`config.mk`:
```
export PLATFORM = sky130hd
export DESIGN_NAME = multi_reg_file
export DESIGN_NICKNAME = d
export VERILOG_FILES = /design/src/rtl/multi_reg_file.sv
export SDC_FILE = /design/constraint.sdc
export NUM_CORES = 1
export LEC_CHECK = 0
export ABC_CLOCK_PERIOD_IN_PS = 7250
export CORE_UTILIZATION = 36
export DETAILED_ROUTE_END_ITERATION = 7
export GPL_TIMING_DRIVEN = 0
export HOLD_SLACK_MARGIN = 0.02
export PLACE_DENSITY = 0.61
export SYNTH_ARGS = -nofsm -noshare
export SYNTH_HDL_FRONTEND = slang
export SYNTH_SLANG_ARGS = --single-unit
```
`constraint.sdc`:
```
create_clock -name Clock -period 7.25 [get_ports Clock]
set_clock_uncertainty 0.05 [all_clocks]
set_input_delay 1.45 -clock Clock [delete_from_list [all_inputs] [get_ports Clock]]
set_output_delay 1.45 -clock Clock [all_outputs]
set_load 0.02 [all_outputs]
```
`src/rtl/multi_reg_file.sv`:
```
// Multi-register file. Every register selected by RegSel gets the same FunSel
// operation on each rising Clock edge. Two independent combinational read ports.
// Each register has a sticky Wrap flag that records increment/decrement boundary events.
// Optional feature macro: MRF_SATURATE_EN. When it is defined, increment and decrement
// saturate at the boundaries instead of wrapping.
// Reset is synchronous and active-low.
module multi_reg_file #(
  parameter int WIDTH = 8,
  parameter int DEPTH = 4,
  localparam int SELW = (DEPTH > 1) ? $clog2(DEPTH) : 1
) (
  input  logic             Clock,
  input  logic             Reset,
  input  logic [1:0]       FunSel,
  input  logic [DEPTH-1:0] RegSel,
  input  logic [WIDTH-1:0] I,
  input  logic [SELW-1:0]  OutASel,
  input  logic [SELW-1:0]  OutBSel,
  input  logic             FlagClr,
  output logic [WIDTH-1:0] OutA,
  output logic [WIDTH-1:0] OutB,
  output logic [DEPTH-1:0] Wrap
);

  localparam logic [1:0] FnClear = 2'b00;
  localparam logic [1:0] FnLoad  = 2'b01;
  localparam logic [1:0] FnDec   = 2'b10;
  localparam logic [1:0] FnInc   = 2'b11;

  logic [WIDTH-1:0] r_regs [DEPTH];
  logic [DEPTH-1:0] r_wrap;

  logic [WIDTH-1:0] w_next [DEPTH];
  logic [DEPTH-1:0] w_bound;

  // Candidate next value and boundary event per register
  always_comb begin
    for (int k = 0; k < DEPTH; k++) begin
      w_next[k]  = r_regs[k];
      w_bound[k] = 1'b0;
      case (FunSel)
        FnClear: w_next[k] = '0;
        FnLoad:  w_next[k] = I;
        FnDec: begin
          // Only a selected register can raise a boundary event
          w_bound[k] = RegSel[k] && (r_regs[k] == '0);
`ifdef MRF_SATURATE_EN
          w_next[k]  = (r_regs[k] == '0) ? r_regs[k] : r_regs[k] - 1'b1;
`else
          w_next[k]  = r_regs[k] - 1'b1;
`endif
        end
        FnInc: begin
          w_bound[k] = RegSel[k] && (r_regs[k] == '1);
`ifdef MRF_SATURATE_EN
          w_next[k]  = (r_regs[k] == '1) ? r_regs[k] : r_regs[k] + 1'b1;
`else
          w_next[k]  = r_regs[k] + 1'b1;
`endif
        end
        default: w_next[k] = r_regs[k];
      endcase
    end
  end

  // Register and sticky-flag state; a new boundary event beats FlagClr
  always_ff @(posedge Clock) begin
    if (!Reset) begin
      for (int k = 0; k < DEPTH; k++) begin
        r_regs[k] <= '0;
      end
      r_wrap <= '0;
    end else begin
      for (int k = 0; k < DEPTH; k++) begin
        if (RegSel[k]) begin
          r_regs[k] <= w_next[k];
        end
      end
      r_wrap <= (FlagClr ? '0 : r_wrap) | w_bound;
    end
  end

  // Read ports from current state; an index with no register behind it reads 0
  always_comb begin
    OutA = '0;
    OutB = '0;
    if (int'(OutASel) < DEPTH) begin
      OutA = r_regs[OutASel];
    end
    if (int'(OutBSel) < DEPTH) begin
      OutB = r_regs[OutBSel];
    end
  end

  assign Wrap = r_wrap;

endmodule

```
# Word-level counts from Yosys, hierarchy flattened
# Memory sizes are Yosys's and may differ from the RTL's.
# Index checks and enable logic that the tools add are counted.
# totals
register_bits	4
ramBits	32
inputBits	21
output_inout_bits	20
elab_cells	61
n_memories	1
# classes
addsub	8
eq_ne	7
muxes	26
n_bitwise	5
n_reduce_logical	13
# mem_list
memory	words	width	rd	rd_ports_with_merged_regs	wr	line_no	rtl
r_regs	4	8	6	0	4	30	logic [WIDTH-1:0] r_regs [DEPTH];
# ops
operator	count
$pmux 8 s4	4
$add 8x1->8 const B	4
$eq 8x8->1 const B	4
$logic_not 8->1	4
$mux 8	4
$sub 8x1->8 const B	4
$mux 1	13
$logic_and 1x1->1	8
$pmux 1 s2	4
$eq 2x2->1 const B	2
$mux 4	1
$or 1x1->1	4
$or 4x4->4	1
$eq 2x1->1 const B	1
$logic_not 2->1	1

# Longest topological paths before layout
# Gate-level depths: netlist of the first run.
# logic_depth
ltp_word	4
mapped_depth	9
ltp_nobuf	8

# Worst setup path after synthesis of the first run
# OpenSTA, ideal clock, no wires.
# synth_timing
kind	input port to output port
from	input OutASel[0]
to	output OutA[1]
arrival_ps	2257
required_ps	5750
slack_ps	3493
stages	2
n_path_buf	1
cell_sequence	buf_2 -> mux4_2
# synth_via
elab_chain_len	1
# synth_rtl
item	line_no	rtl
start: declaration	17	input logic [SELW-1:0] OutASel,
$mem_v2 4x8	-	
end: declaration	20	output logic [WIDTH-1:0] OutA,
# No other way between the ends.

# Final worst setup path of the first run
# layout_timing
from	input OutBSel[0]
to	output OutB[2]
# layout_via
elab_chain_len	1
# layout_rtl
item	line_no	rtl
start: declaration	18	input logic [SELW-1:0] OutBSel,
$mem_v2 4x8	-	
end: declaration	21	output logic [WIDTH-1:0] OutB,
# No other way between the ends.

==> results.cfg, run 1 <==
[die]
die_h_um = 98.2
num_rows = 34
coreArea_mm2 = 0.00885
num_io_pins = 41
start_util_pct = 37.7
die_w_um = 98.2
die_area_mm2 = 0.00965

[power]
power.leakage_nw = 1.53
comb_power_share_pct = 35.7
p_clk_share_pct = 24.6
power.density_mw_per_mm2 = 179
sw_frac_of_total_pct = 35.3
max-vdd-ir-drop_v = 0.0000703
pwr-share-seq_pct = 39.7
power.switching_mw = 0.246
internal_power_mw = 0.450

[outcome]
outcome = complete, but fails checks
violations = DRC

[timing]
period_share_pct = 60.0
tns_ns = 0
worst_slew_pin_slew_ns = 0.821
fin_crit_ns = 4.35
slew_headroom_pct = 45.1
hold_viol_final = 0
worst_slack_ns = 2.90
rsz0062_at_grt = false
setup_viol = 0
fmax_mhz = 230
finalMaxSlewViolations = 0

[route]
ant_nets = 0
avgRoutedWirePerCell_um = 21.0
drt_first_iter_violations = 207
wirelength_um = 10400
met2WireLength_um = 5170
route.detailed.drc = 1
met1_length_um = 4220
avgViaCountPerCell = 6.21
vias = 3068
wl_met3_um = 657
highest_layer = met4
first_pass_iters = 8

[worst_setup_path]
slowest_stage = mux4_2
critPathKind = in2out
crit_chain = buf_2 > mux4_2 > clkdlybuf4s50_1
r2r-start = r_regs[2][0]
cpPeakStageDelay_ns = 0.57
r2r_cells = 7
cp.required_ns = 5.75
cp-start-kind = input port
end_kind = primary output
r2r_setup_slack_ns = 5.11
path_max_fanout = 8
r2r-end = r_regs[2][6]
cp_data_arrival_time_ns = 2.85

[layout]
final_nets = 437
antennaDiodeCount = 0
finalInstanceArea_mm2 = 0.00390
nFillCells = 880
drive_above_1_share_pct = 10.4
syn_to_final_growth_pct = 17.0

[global_route]
grt_pass1_vias = 2880
grt-ovfl-total = 0
antenna_found_initial = 0
grt.total_usage_pct = 21.9
grt_max_degree = 37
grt_pass1_wl_um = 16100

[clock_network]
cts_made_buffers = 5
cts_setup_buffers = 0
clk_path_buf_depth = 2
root_buffer = clkbuf_8
cts_num_sinks = 36
cts_hold_buffers = 0
clk_pin_slew_ns = 0.08
post_cts_resized = 0
cts_tree = yes
cts_htree_levels = 2
clkLatencyLatePin_ns = 0.30

[yosys]
synthCells = 345
synth_warnings = 0
yosys_most_used_dff = edfxtp_1
synth_cell_types = 43
synth_area_mm2 = 0.00333
async_flop_share_pct = 0
synth_nets = 397
synth-edff-count = 32
syn_area_per_cell_um2 = 9.66
synth-seq-area-share_pct = 31.2
synth-seq-cells = 36

[job]
max_cap_viol_count = 0

[place]
hpwl_um = 7620
place_area_mm2 = 0.00380
pre_cts_slack_ns = 2.90
place.port_buffers = 33
place_congestion = 0.859

[hold_path]
hp-start = Wrap[3]
hold_depth = 3
min_path_type = reg2reg
holdPathEnd = Wrap[3]
## placed cells by master, fill, tap and decap left out, drive strengths merged, types with 11 or more instances in the layout
master	instances
nand2	40
clkdlybuf4s50	33
edfxtp	32
a21oi	30
ha	27
mux4	16
nand4	14
inv	13
nand3	12
xnor2	12
o21ai	12
buf	12
nand2b	11
## state kept, by name, indices dropped and copies added, names as in the netlist
register / flops
Wrap: 4
r_regs: 32
## worst max-delay path, delay by kind of cell
family                 cells  cell delay [ns]
buffers and inverters      2             0.82
muxes                      1             0.57
## routing by layer
metal  GRT usage, %  up-vias
li1               -     1404
met1           27.1     1510
met2           38.4      128
met3           3.58       26
met4           8.27        0
met5              0        -
## kinds of logic (layout without fill, tap and decap cells)
| family | count (synthesis) | in the layout | share of synthesized area [%] |
|---|---|---|---|
| AO/OA/AOI/OAI | 77 | 77 | 14.2 |
| XOR/XNOR | 15 | 15 | 3.94 |
| adder cells (fa/ha/maj) | 31 | 31 | 12.5 |
| buffers and inverters | 27 | 68 | 3.75 |
| flip-flops | 36 | 36 | 31.2 |
| multiplexers | 17 | 17 | 11.1 |
| AND/OR/NAND/NOR | 142 | 142 | 23.3 |
## synthesized netlist by cell type (7+ instances only)
library cell  number  area, um^2
nand3_1           12        60.1
inv_1             13        48.8
buf_2             10        50.1
edfxtp_1          32         961
o21ai_0           11        55.1
o22ai_1            9        56.3
and2_1             7        43.8
nand4_1           14        87.6
xnor2_1           12         105
a21oi_1           30         150
and3_1             9        56.3
a31oi_1            8        50.1
nor4_1             8        50.1
mux4_2            16         360
nor3_1            10        50.1
a211o_1            9        78.8
nor2_1            10        37.5
nand2b_1          11        68.8
nand2_1           38         143
ha_1              27         338
## through the flow
step | cells | hold slack (ns) | util [%] | power (mW)
global placement | 486 | 0.536 | 42.9 | 0.521
finish | 494 | 0.557 | 44.1 | 0.696
CTS | 494 | 0.560 | 44.1 | 0.695
global route | 494 | 0.578 | 44.1 | 0.728
detailed placement | 486 | 0.547 | 42.9 | 0.526
floorplan | 345 | 0.621 | - | 0.444
## final cells by class
class                   count  area [um^2]  area share (%)
plain buffers              14         76.3            1.96
clock buffers               8          100            2.57
inverters                  13         48.8            1.25
multi-input cells         282         2170            55.6
flip-flops and latches     36         1040            26.7
well taps                 108          135            3.47
repair buffers             33          330            8.47
## power by group through the flow
stage / clock network, mW / logic [mW] / registers (mW)
after floorplan: 0 / 0.177 / 0.267
after global placement: 0 / 0.242 / 0.279
after detailed placement: 0 / 0.247 / 0.280
after CTS: 0.173 / 0.248 / 0.275
after global routing: 0.179 / 0.270 / 0.278
final: 0.171 / 0.249 / 0.276
## worst max-delay path by stage
stage                           from       to  slack [ns]
after floorplan           OutASel[0]  OutA[1]        3.49
after global placement    OutASel[0]  OutA[6]        2.91
after detailed placement  OutASel[0]  OutA[6]        2.90
after CTS                 OutASel[0]  OutA[6]        2.90
after global routing      OutBSel[0]  OutB[2]        2.87
final                     OutBSel[0]  OutB[2]        2.90
Note: power is estimated with default switching activity, not from simulation.
==> run 2, diff against run 1 <==
--- a/config.mk
+++ b/config.mk
@@ -5,7 +5,7 @@
 export SDC_FILE = /design/constraint.sdc
 export NUM_CORES = 1
 export LEC_CHECK = 0
-export ABC_CLOCK_PERIOD_IN_PS = 7250
+export ABC_CLOCK_PERIOD_IN_PS = 4030
 export CORE_UTILIZATION = 36
 export DETAILED_ROUTE_END_ITERATION = 7
 export GPL_TIMING_DRIVEN = 0
==> constraint.sdc (replaced) <==
create_clock -name Clock -period 4.03 [get_ports Clock]
set_clock_uncertainty 0.05 [all_clocks]
set_input_delay 0.806 -clock Clock [delete_from_list [all_inputs] [get_ports Clock]]
set_output_delay 0.806 -clock Clock [all_outputs]
set_load 0.02 [all_outputs]
==> results of run 2 <==
The final DEF is identical to that of run 1. Status: complete, but fails checks: DRC.
Among the figures that moved: setup slack after placement 2.90 ns -> 0.353 ns; setup slack after layout 2.90 ns -> 0.684 ns; start point of the critical path OutBSel[0] -> FunSel[1]; end point of the critical path OutB[2] -> r_regs[2][6]; register-to-register setup slack 5.11 ns -> 1.89 ns; total power 0.696 mW -> 1.25 mW; worst IR drop on VDD 0.0000703 V -> 0.000126 V
==> run 3, diff against run 2 <==
--- a/config.mk
+++ b/config.mk
@@ -5,7 +5,7 @@
 export SDC_FILE = /design/constraint.sdc
 export NUM_CORES = 1
 export LEC_CHECK = 0
-export ABC_CLOCK_PERIOD_IN_PS = 4030
+export ABC_CLOCK_PERIOD_IN_PS = 3100
 export CORE_UTILIZATION = 36
 export DETAILED_ROUTE_END_ITERATION = 7
 export GPL_TIMING_DRIVEN = 0
==> constraint.sdc (replaced) <==
create_clock -name Clock -period 3.1 [get_ports Clock]
set_clock_uncertainty 0.05 [all_clocks]
set_input_delay 0.62 -clock Clock [delete_from_list [all_inputs] [get_ports Clock]]
set_output_delay 0.62 -clock Clock [all_outputs]
set_load 0.02 [all_outputs]
==> results.cfg, run 3 (synthesized netlist as in run 1, its figures left out) <==
[timing]
period_share_pct = 92.3
hold_viol_final = 0
holdWs_ns = 0.557
slew_headroom_pct = 59.4
rsz0062_at_grt = false
fmax_mhz = 350
tns_ns = 0
finalMaxSlewViolations = 0
fin_crit_ns = 2.86
setup_viol = 0
worst_slack_ns = 0.239
worst_slew_pin_slew_ns = 0.609

[clock_network]
cts_setup_buffers = 0
cts_htree_levels = 2
clk_path_buf_depth = 2
cts_made_buffers = 5
cts_tree = yes
root_buffer = clkbuf_8
cts_num_sinks = 36
clk_pin_slew_ns = 0.08
clkLatencyLatePin_ns = 0.29

[worst_setup_path]
path_max_fanout = 36
end_kind = flip-flop
critical_path.startpoint = FunSel[1]
cp_data_arrival_time_ns = 2.86
critPathKind = in2reg
crit_family = compound AO/OA/AOI/OAI gates
critPathBufInv = 2
r2r_setup_slack_ns = 0.94
crit_chain = buf_2 > nand2_4 > inv_1 > fa_1 > nor2b_1 > o21ai_0 > a21oi_1 > nor3_1 > a211o_1
slowest_stage = fa_1
cp.required_ns = 3.10
cp-start-kind = input port
r2r-start = r_regs[2][0]
cpPeakStageDelay_ns = 0.52

[hold_path]
min_path_type = reg2reg
hp-start = Wrap[3]

[outcome]
violations = DRC
outcome = complete, but fails checks

[global_route]
grt-ovfl-total = 0
grt.total_usage_pct = 21.9
antenna_found_initial = 0
grt_pass1_wl_um = 16100
grt_pass1_vias = 2880
grt_max_degree = 37

[route]
vias = 3062
first_pass_iters = 8
avgRoutedWirePerCell_um = 21.0
wirelength_um = 10400
drt_first_iter_violations = 214
avgViaCountPerCell = 6.20
ant_nets = 0
route.detailed.drc = 1

[layout]
seq_area_mm2 = 0.00104
mostFrequentLayoutCells = 38 x nand2_1, 33 x clkdlybuf4s50_1, 32 x edfxtp_1
final_util_pct = 44.1
drive_above_1_share_pct = 10.4
regMostFlops = r_regs
final_common_cell = nand2_1
syn_to_final_growth_pct = 17.1
multi_input_area_mm2 = 0.00217
antennaDiodeCount = 0
final_nets = 437
nFillCells = 880
largest_register_ffs = 32

[place]
hpwl_um = 7620
pre_cts_slack_ns = -0.391
place.port_buffers = 33
place_congestion = 0.859

[die]
die_area_mm2 = 0.00965
die_h_um = 98.2
coreArea_mm2 = 0.00885
num_io_pins = 41
die_w_um = 98.2
start_util_pct = 37.7
num_rows = 34

[power]
power_mw = 1.63
power.leakage_nw = 1.54
power.density_mw_per_mm2 = 417
max-vdd-ir-drop_v = 0.000165

[job]
max_cap_viol_count = 0
==> run 3: cell counts in the layout (fill, tap and decap cells not counted) <==
No cell type changed its count.
==> run 3: final timing paths <==
path,cells after the start,endpoint
worst max-delay path,9,r_regs[2][6]
worst max register to register,7,r_regs[2][6]
worst min register to register,3,Wrap[3]
worst min-delay path,3,Wrap[3]
==> run 3: timing repair <==
item / in CTS / in global routing
hold buffers: 0 / 0
endpoints found under the hold margin: 0 / 0
setup endpoints to repair: 3 / 0
gates resized for setup: 1 / 0
==> run 3: layer usage <==
metal	share of wire, %	GRT usage, %
met3	6.0	3.58
met1	41	27.1
met4	3.2	8.27
met5	0	0
met2	50	38.4
==> run 3: layout make-up <==
| type | instances | area share, % |
|---|---|---|
| clock buffer | 8 | 2.56 |
| inverter | 13 | 1.25 |
| tap | 108 | 3.46 |
| buffer | 14 | 1.96 |
| timing repair buffer | 33 | 8.46 |
| sequential | 36 | 26.7 |
| multi-input combinational | 282 | 55.6 |
==> run 3: worst reg2reg max path, stage by stage, from the launching register on <==
cell and delay [ns]:
edfxtp_1 0.49, inv_1 0.12, fa_1 0.44, nor2b_1 0.12, o21ai_0 0.13, a21oi_1 0.26, nor3_1 0.09, a211o_1 0.23
==> run 3: metrics by stage <==
step	instance area, um^2	instances
3_3_place_gp	3800	486
2_1_floorplan	3330	345
3_5_place_dp	3800	486
6_report	3900	494
5_1_grt	3900	494
4_1_cts	3900	494
==> run 3: report_power, final <==
group	switching, mW	total [mW]	internal (mW)
Combinational	0.311	0.584	0.273
Clock	0.195	0.399	0.204
Sequential	0.0696	0.646	0.577
Total	0.575	1.63	1.05
